### src/rtl/bounce_generator.sv
// -----------------------------------------------------------------------------
// bounce_generator
//
// Contact-bounce emulator. Follows a clean target level and reproduces it on
// bounce_out as a burst of 2*BOUNCE_PAIRS+1 toggles. The gaps between toggles
// come from an 8-bit LFSR, so every edge is predictable for a given SEED.
//
// Parameters
//   BOUNCE_PAIRS : extra toggle pairs per burst (0..15, 0 = pass-through)
//   MIN_GAP      : minimum cycles between consecutive toggles (>= 1)
//   GAP_W        : random gap span in bits, gap = MIN_GAP + lfsr[GAP_W-1:0]
//   SEED         : LFSR reset value (8'h00 is replaced by 8'h01)
//
// Ports
//   clk        : in  - single clock, rising edge
//   reset      : in  - asynchronous, active-high, clears all state
//   clean_in   : in  - clean target level, synchronous to clk
//   bounce_out : out - registered bouncing level
//   busy       : out - high while a burst is in progress
//   settled    : out - one-cycle pulse on the edge of the final toggle
// -----------------------------------------------------------------------------
module bounce_generator #(
  parameter int         BOUNCE_PAIRS = 3,
  parameter int         MIN_GAP      = 2,
  parameter int         GAP_W        = 4,
  parameter logic [7:0] SEED         = 8'hA5
) (
  input  logic clk,
  input  logic reset,
  input  logic clean_in,
  output logic bounce_out,
  output logic busy,
  output logic settled
);

  // Wide enough for MIN_GAP + 2^GAP_W - 1 without wrap.
  localparam int         GAP_CW       = $clog2(MIN_GAP + (1 << GAP_W));
  localparam logic [7:0] SEED_EFF     = (SEED == 8'h00) ? 8'h01 : SEED;
  localparam logic [4:0] TOGGLES_INIT = 5'(2 * BOUNCE_PAIRS);

  localparam logic [0:0] ST_IDLE   = 1'b0;
  localparam logic [0:0] ST_BOUNCE = 1'b1;

  // Fibonacci LFSR step, x^8+x^6+x^5+x^4+1, shift left, feedback into bit 0.
  // The all-zero guard is unreachable from a non-zero state but keeps the
  // register out of the lock-up state under any upset.
  function automatic logic [7:0] lfsr_next(input logic [7:0] v);
    logic [7:0] n;
    n = {v[6:0], v[7] ^ v[5] ^ v[4] ^ v[3]};
    if (n == 8'h00) begin
      n = 8'h01;
    end else begin
      n = n;
    end
    return n;
  endfunction

  logic              clean_q;
  logic [7:0]        lfsr_q,    lfsr_d;
  logic [0:0]        state_q,   state_d;
  logic              target_q,  target_d;
  logic [4:0]        toggles_q, toggles_d;
  logic [GAP_CW-1:0] gap_q,     gap_d;
  logic              bounce_q,  bounce_d;
  logic              busy_q,    busy_d;
  logic              settled_q, settled_d;
  logic [GAP_CW-1:0] gap_load_s;

  // Counter reload value: one less than the gap, since the toggle edge itself
  // starts the count. Computed at full counter width.
  assign gap_load_s = GAP_CW'(MIN_GAP) + GAP_CW'(lfsr_q[GAP_W-1:0]) - GAP_CW'(1);

  assign lfsr_d = lfsr_next(lfsr_q);

  // Burst sequencing: start detection in IDLE, gap countdown and toggles in BOUNCE.
  always_comb begin
    state_d   = state_q;
    target_d  = target_q;
    toggles_d = toggles_q;
    gap_d     = gap_q;
    bounce_d  = bounce_q;
    busy_d    = busy_q;
    settled_d = 1'b0;
    case (state_q)
      ST_IDLE: begin
        busy_d = 1'b0;
        if (clean_q != bounce_q) begin
          bounce_d = ~bounce_q;
          target_d = clean_q;
          if (BOUNCE_PAIRS == 0) begin
            // Single toggle is the whole burst.
            settled_d = 1'b1;
          end else begin
            toggles_d = TOGGLES_INIT;
            gap_d     = gap_load_s;
            busy_d    = 1'b1;
            state_d   = ST_BOUNCE;
          end
        end else begin
          bounce_d = bounce_q;
        end
      end
      ST_BOUNCE: begin
        if (gap_q != {GAP_CW{1'b0}}) begin
          gap_d = gap_q - GAP_CW'(1);
        end else begin
          toggles_d = toggles_q - 5'd1;
          if (toggles_q == 5'd1) begin
            // The burst has an odd toggle count, so the final toggle lands on target.
            bounce_d  = target_q;
            settled_d = 1'b1;
            busy_d    = 1'b0;
            state_d   = ST_IDLE;
          end else begin
            bounce_d = ~bounce_q;
            gap_d    = gap_load_s;
          end
        end
      end
      default: begin
        state_d = ST_IDLE;
        busy_d  = 1'b0;
      end
    endcase
  end

  // State, counters, LFSR and registered outputs.
  always_ff @(posedge clk or posedge reset) begin
    if (reset) begin
      clean_q   <= 1'b0;
      lfsr_q    <= SEED_EFF;
      state_q   <= ST_IDLE;
      target_q  <= 1'b0;
      toggles_q <= 5'd0;
      gap_q     <= {GAP_CW{1'b0}};
      bounce_q  <= 1'b0;
      busy_q    <= 1'b0;
      settled_q <= 1'b0;
    end else begin
      clean_q   <= clean_in;
      lfsr_q    <= lfsr_d;
      state_q   <= state_d;
      target_q  <= target_d;
      toggles_q <= toggles_d;
      gap_q     <= gap_d;
      bounce_q  <= bounce_d;
      busy_q    <= busy_d;
      settled_q <= settled_d;
    end
  end

  assign bounce_out = bounce_q;
  assign busy       = busy_q;
  assign settled    = settled_q;

endmodule

### config.mk
export PLATFORM = sky130hd
export DESIGN_NAME = bounce_generator
export DESIGN_NICKNAME = d
export VERILOG_FILES = /design/src/rtl/bounce_generator.sv
export SDC_FILE = /design/constraint.sdc
export NUM_CORES = 1
export LEC_CHECK = 0
export CAP_MARGIN = 20
export CORE_MARGIN = 8
export CORE_UTILIZATION = 40
export CTS_CLUSTER_DIAMETER = 60
export DETAILED_ROUTE_END_ITERATION = 16
export GPL_TIMING_DRIVEN = 0
export PLACE_DENSITY_LB_ADDON = 0.08
export SLEW_MARGIN = 5
export SYNTH_ARGS = -nofsm -noshare
export SYNTH_HDL_FRONTEND = slang
export SYNTH_SLANG_ARGS = --single-unit
### constraint.sdc
create_clock -name clk -period 2.1 [get_ports clk]
set_clock_uncertainty 0.05 [all_clocks]
set_input_delay 0.63 -clock clk [delete_from_list [all_inputs] [get_ports clk]]
set_output_delay 0.63 -clock clk [all_outputs]
set_load 0.01 [all_outputs]
**After elaboration in Yosys (flattened, before gate mapping)**

Index checks and enable logic that the tools add are counted.
W data, S select, Z words.

- Register bits after elaboration: 24
- Output and inout bits: 3

- $add $sub $neg: 4
- Equal/unequal tests: 6
- Muxes and demuxes: 22
- Bitwise gates (word level): 5
- Reductions and logical operators: 6

Operators with widths:

| kind | count |
|---|---|
| $mux W5 | 5 |
| $pmux W5 S2 | 2 |
| $sub A5 B1 Y5 const B | 3 |
| $mux W1 | 11 |
| $logic_not A8 Y1 | 1 |
| $mux W8 | 1 |
| $reduce_and A2 Y1 | 4 |
| $pmux W1 S2 | 3 |
| $add A2 B4 Y5 const A | 1 |
| $eq A5 B1 Y1 const B | 1 |
| $reduce_bool A5 Y1 | 1 |
| $ne A2 B2 Y1 const B | 2 |
| $ne A3 B3 Y1 const B | 1 |
| $xor A1 B1 Y1 | 3 |
| $ne A2 B1 Y1 const B | 1 |
| $not A1 Y1 | 2 |
| $ne A1 B1 Y1 | 1 |

**Depth between registers and ports, before layout**

- Word-level depth: 5
- Gate-level depth with buffers: 7
- Mapped depth without buffers: 6

**Worst setup path after synthesis**

No wires, ideal clock.

- Path kind: reg2reg
- Start: register gap_q[0]
- End: register gap_q[2]
- Setup time: 0.129 ns
- Arrival: 1.500 ns
- Data required time: 1.921 ns
- Path slack: 0.421 ns
- Stages on the path, launching flop included: 8
- Clock period less this slack: 1.679 ns
- Cell sequence: dfrtp_1 > inv_1 > ha_1 > nor4b_2 > buf_2 > nand2_1 > a311oi_1 > a21oi_1

- Longest elaborated chain between the ends: 3
- Elaborated cells between the ends (all ways): 6
- Classes of those cells: add/sub: 1; eq/ne: 1; mux: 2; reduce/logical: 2

RTL lines:

| what | RTL line | text |
|---|---|---|
| start: declaration | 63 | `logic [GAP_CW-1:0] gap_q, gap_d;` |
| start signal: assignment | 135 | `gap_q <= {GAP_CW{1'b0}};` |
| start signal: assignment | 145 | `gap_q <= gap_d;` |
| $sub A5 B1 Y5 / $reduce_bool A5 Y1 (equally long branches) | 105, 104 |  |
| $mux W5 / $ne A3 B3 Y1 (equally long branches) | n/a |  |
| $pmux W5 S2 / $reduce_and A2 Y1 (equally long branches) | n/a |  |

Parallel ways exist; a longest one is shown, timed or not.
A chain may end at the register's enable or synchronous reset.

**Final worst setup path**

- Start: register bounce_q (netlist: bounce_out)
- End: output port bounce_out

RTL lines:

| what | RTL line | text |
|---|---|---|
| start: declaration | 64 | `logic bounce_q, bounce_d;` |
| start signal: assignment | 146 | `bounce_q <= bounce_d;` |
| end: declaration | 31 | `output logic bounce_out,` |

No word-level cell between the ends.

==> flow_metrics.tcl <==
set metrics [dict create \
    hold_class "reg -> reg" \
    yosys_warnings 0 \
    cp_max_fo 5 \
    setup-tns-final_ns 0 \
    rows 20 \
    crit_buf_inv 1 \
    startpoint_type "flip-flop" \
    p_clk_share_pct 16.1 \
    power_density_nw_per_um2 1130 \
    r2r_end "gap_q[2]" \
    syn_inst 120 \
    drtPass1Iterations 4 \
    grt_pass1_vias 877 \
    maxSlewHeadroom_pct 41.0 \
    pwr-share-seq_pct 46.6 \
    antenna_found_initial 0 \
    synthFlopType "dfrtp_1" \
    drc 0 \
    slowest_stage "clkdlybuf4s50_1" \
    cts_inserted_buffers 3 \
    nets 137 \
    crit_family "buffers and inverters" \
    final_common_cell "dfrtp_1" \
    synthesis.area_um2 1200 \
    slowest_delay_ns 0.57 \
    max_cap_violations 0 \
    grt-ovfl-total 0 \
    port_buffers 5 \
    synth_seq_cells 24 \
    start_util_pct 40.8 \
    die_w_um 70.9 \
    min-delay-start "lfsr_q[6]" \
    grt_pass1_wl_um 3940 \
    arrival_ns 1.33 \
    drv_slew 0 \
    ant_nets 0 \
    cts_max_level 1 \
    rsz0062_at_grt "no" \
    crit_chain "clkdlybuf4s50_1" \
    cts_tree "yes" \
    vdd_drop_max_mv 0.349 \
    p_switching_uw 553 \
    drive_gt1_share_pct 11.6 \
    reg2reg_from "gap_q[0]" \
    clockBufferDepth 2 \
    worstHoldPathCells 1 \
    wl_per_cell_um 13.9 \
    dpl.hpwl_um 1620 \
    min_to "lfsr_q[7]" \
    ctsHoldBuffers 0 \
    required_ns 1.42 \
    worstSkewPairLatency_ns 0.31 \
    drt_wl_total_um 2250 \
    worstMarginPinSlew_ns 0.884 \
    path_clk_slew_ns 0.14 \
    dieArea_um2 5020 \
    power.leakage_nw 0.581 \
    gp_congestion 0.808 \
    drt-initial-drc-count 33 \
    power_frac_comb_pct 37.3 \
    ys_async_sr_fraction_pct 100 \
    rrSetupSlack_ns 0.20 \
    grt_usage_pct 9.73 \
    finalSetupViolCount 0 \
    hold_viol_final 0 \
    path_class "reg -> out" \
    syn_area_per_cell_um2 10.0 \
    crit_path_end_kind "output pin" \
    synth-seq-area-share_pct 50.3 \
    fin_total_pwr_mw 1.52 \
    numClockSinks 24 \
    finalCritPeriodShare_pct 95.9 \
    dieHeight_um 70.9 \
    synthesis.nets 127 \
    area_growth_pct 11.5 \
    reg2reg_depth 7 \
    ios 6 \
    synth_enable_flop_cells 0 \
    post-route-min-period_ns 2.01 \
    ys_types 36 \
    internal_power_uw 962 \
    cts_root_buffer "clkbuf_4" \
    status "complete, no violations" \
    vias_per_cell 5.56 \
    grt_max_degree 25 \
    swShare_pct 36.5 \
    vias 901 \
    coreArea_um2 2950 \
    n_antenna_cell 0 \
    fmax_mhz 496 \
    final_cell_mix "dfrtp_1, o21ai_0, nand2_1" \
]
[metal layers]
metal	vias up	GRT usage (%)	wire length, um
met5	-	0	0
met4	0	4.85	47
met3	10	1.69	68
met2	25	16.5	1100
met1	436	11.5	1040
li1	430	-	-
[cells in the mapped netlist, types with 3 or more instances]
master,count,area share (%)
a21oi_1,4,1.7
clkbuf_1,8,2.5
dfrtp_1,20,42
dfstp_2,4,8.7
ha_1,4,4.2
inv_1,7,2.2
nand2_1,9,2.8
nand3_1,7,2.9
nor2_1,5,1.6
nor3_1,3,1.2
o21ai_0,14,5.8
xnor2_1,5,3.6
xor2_1,4,2.9
[final cells by class]
cell class / count / area, um2
Buffer: 11 / 53.8
Clock buffer: 4 / 36.3
Fill cell: 297 / 1610
Inverter: 7 / 26.3
Multi-Input combinational cell: 78 / 529
Sequential cell: 24 / 606
Tap cell: 33 / 41.3
Timing Repair Buffer: 5 / 50.0
[state kept, by name (all words and copies together), names as in the netlist]
signal,cells
toggles_q,5
state_q,1
settled,1
lfsr_q,8
clean_q,1
bounce_out,1
target_q,1
gap_q,5
busy,1
[per-stage QoR]
stage | hold slack (ns) | std cells | worst slack (ns) | utilization, % | instance area [um2]
floorplan | 0.382 | 120 | 0.421 | - | 1200
detailed placement | 0.402 | 158 | 0.178 | 43.9 | 1290
global route | 0.455 | 162 | 0.0191 | 45.5 | 1340
CTS | 0.440 | 162 | 0.0554 | 45.1 | 1330
finish | 0.430 | 162 | 0.0851 | 45.5 | 1340
global placement | 0.401 | 158 | 0.136 | 43.9 | 1290
[what timing repair did]
action	4_1_cts	5_1_grt
resized for setup	0	2
setup buffers	0	0
endpoints found under the hold margin	0	0
endpoints found under the setup margin	0	1
[worst max path at each step]
stage	startpoint	endpoint	slack [ns]	cells past startpoint
floorplan	gap_q[0]	gap_q[2]	0.42	7
global placement	gap_q[0]	gap_q[2]	0.14	7
detailed placement	gap_q[0]	gap_q[2]	0.18	7
CTS	bounce_out	bounce_out	0.06	1
global route	gap_q[0]	gap_q[2]	0.02	7
finish	bounce_out	bounce_out	0.09	1
[cells by family after synthesis]
logic type | count (synthesis) | share of synthesized area [%]
multiplexers | 2 | 1.66
buffers and inverters | 18 | 6.45
AND/OR/NAND/NOR | 34 | 15.4
AO/OA/AOI/OAI | 29 | 15.5
adder cells (fa/ha/maj) | 4 | 4.16
XOR/XNOR | 9 | 6.55
flip-flops | 24 | 50.3
[power groups by stage]
stage | Sequential [mW] | Combinational (mW) | Clock (mW)
after detailed placement | 0.706 | 0.554 | 0
final | 0.706 | 0.565 | 0.244
after global placement | 0.704 | 0.543 | 0
after CTS | 0.698 | 0.555 | 0.261
after global routing | 0.726 | 0.645 | 0.270
after floorplan | 0.688 | 0.416 | 0
Power figures use the tool's default switching activity.
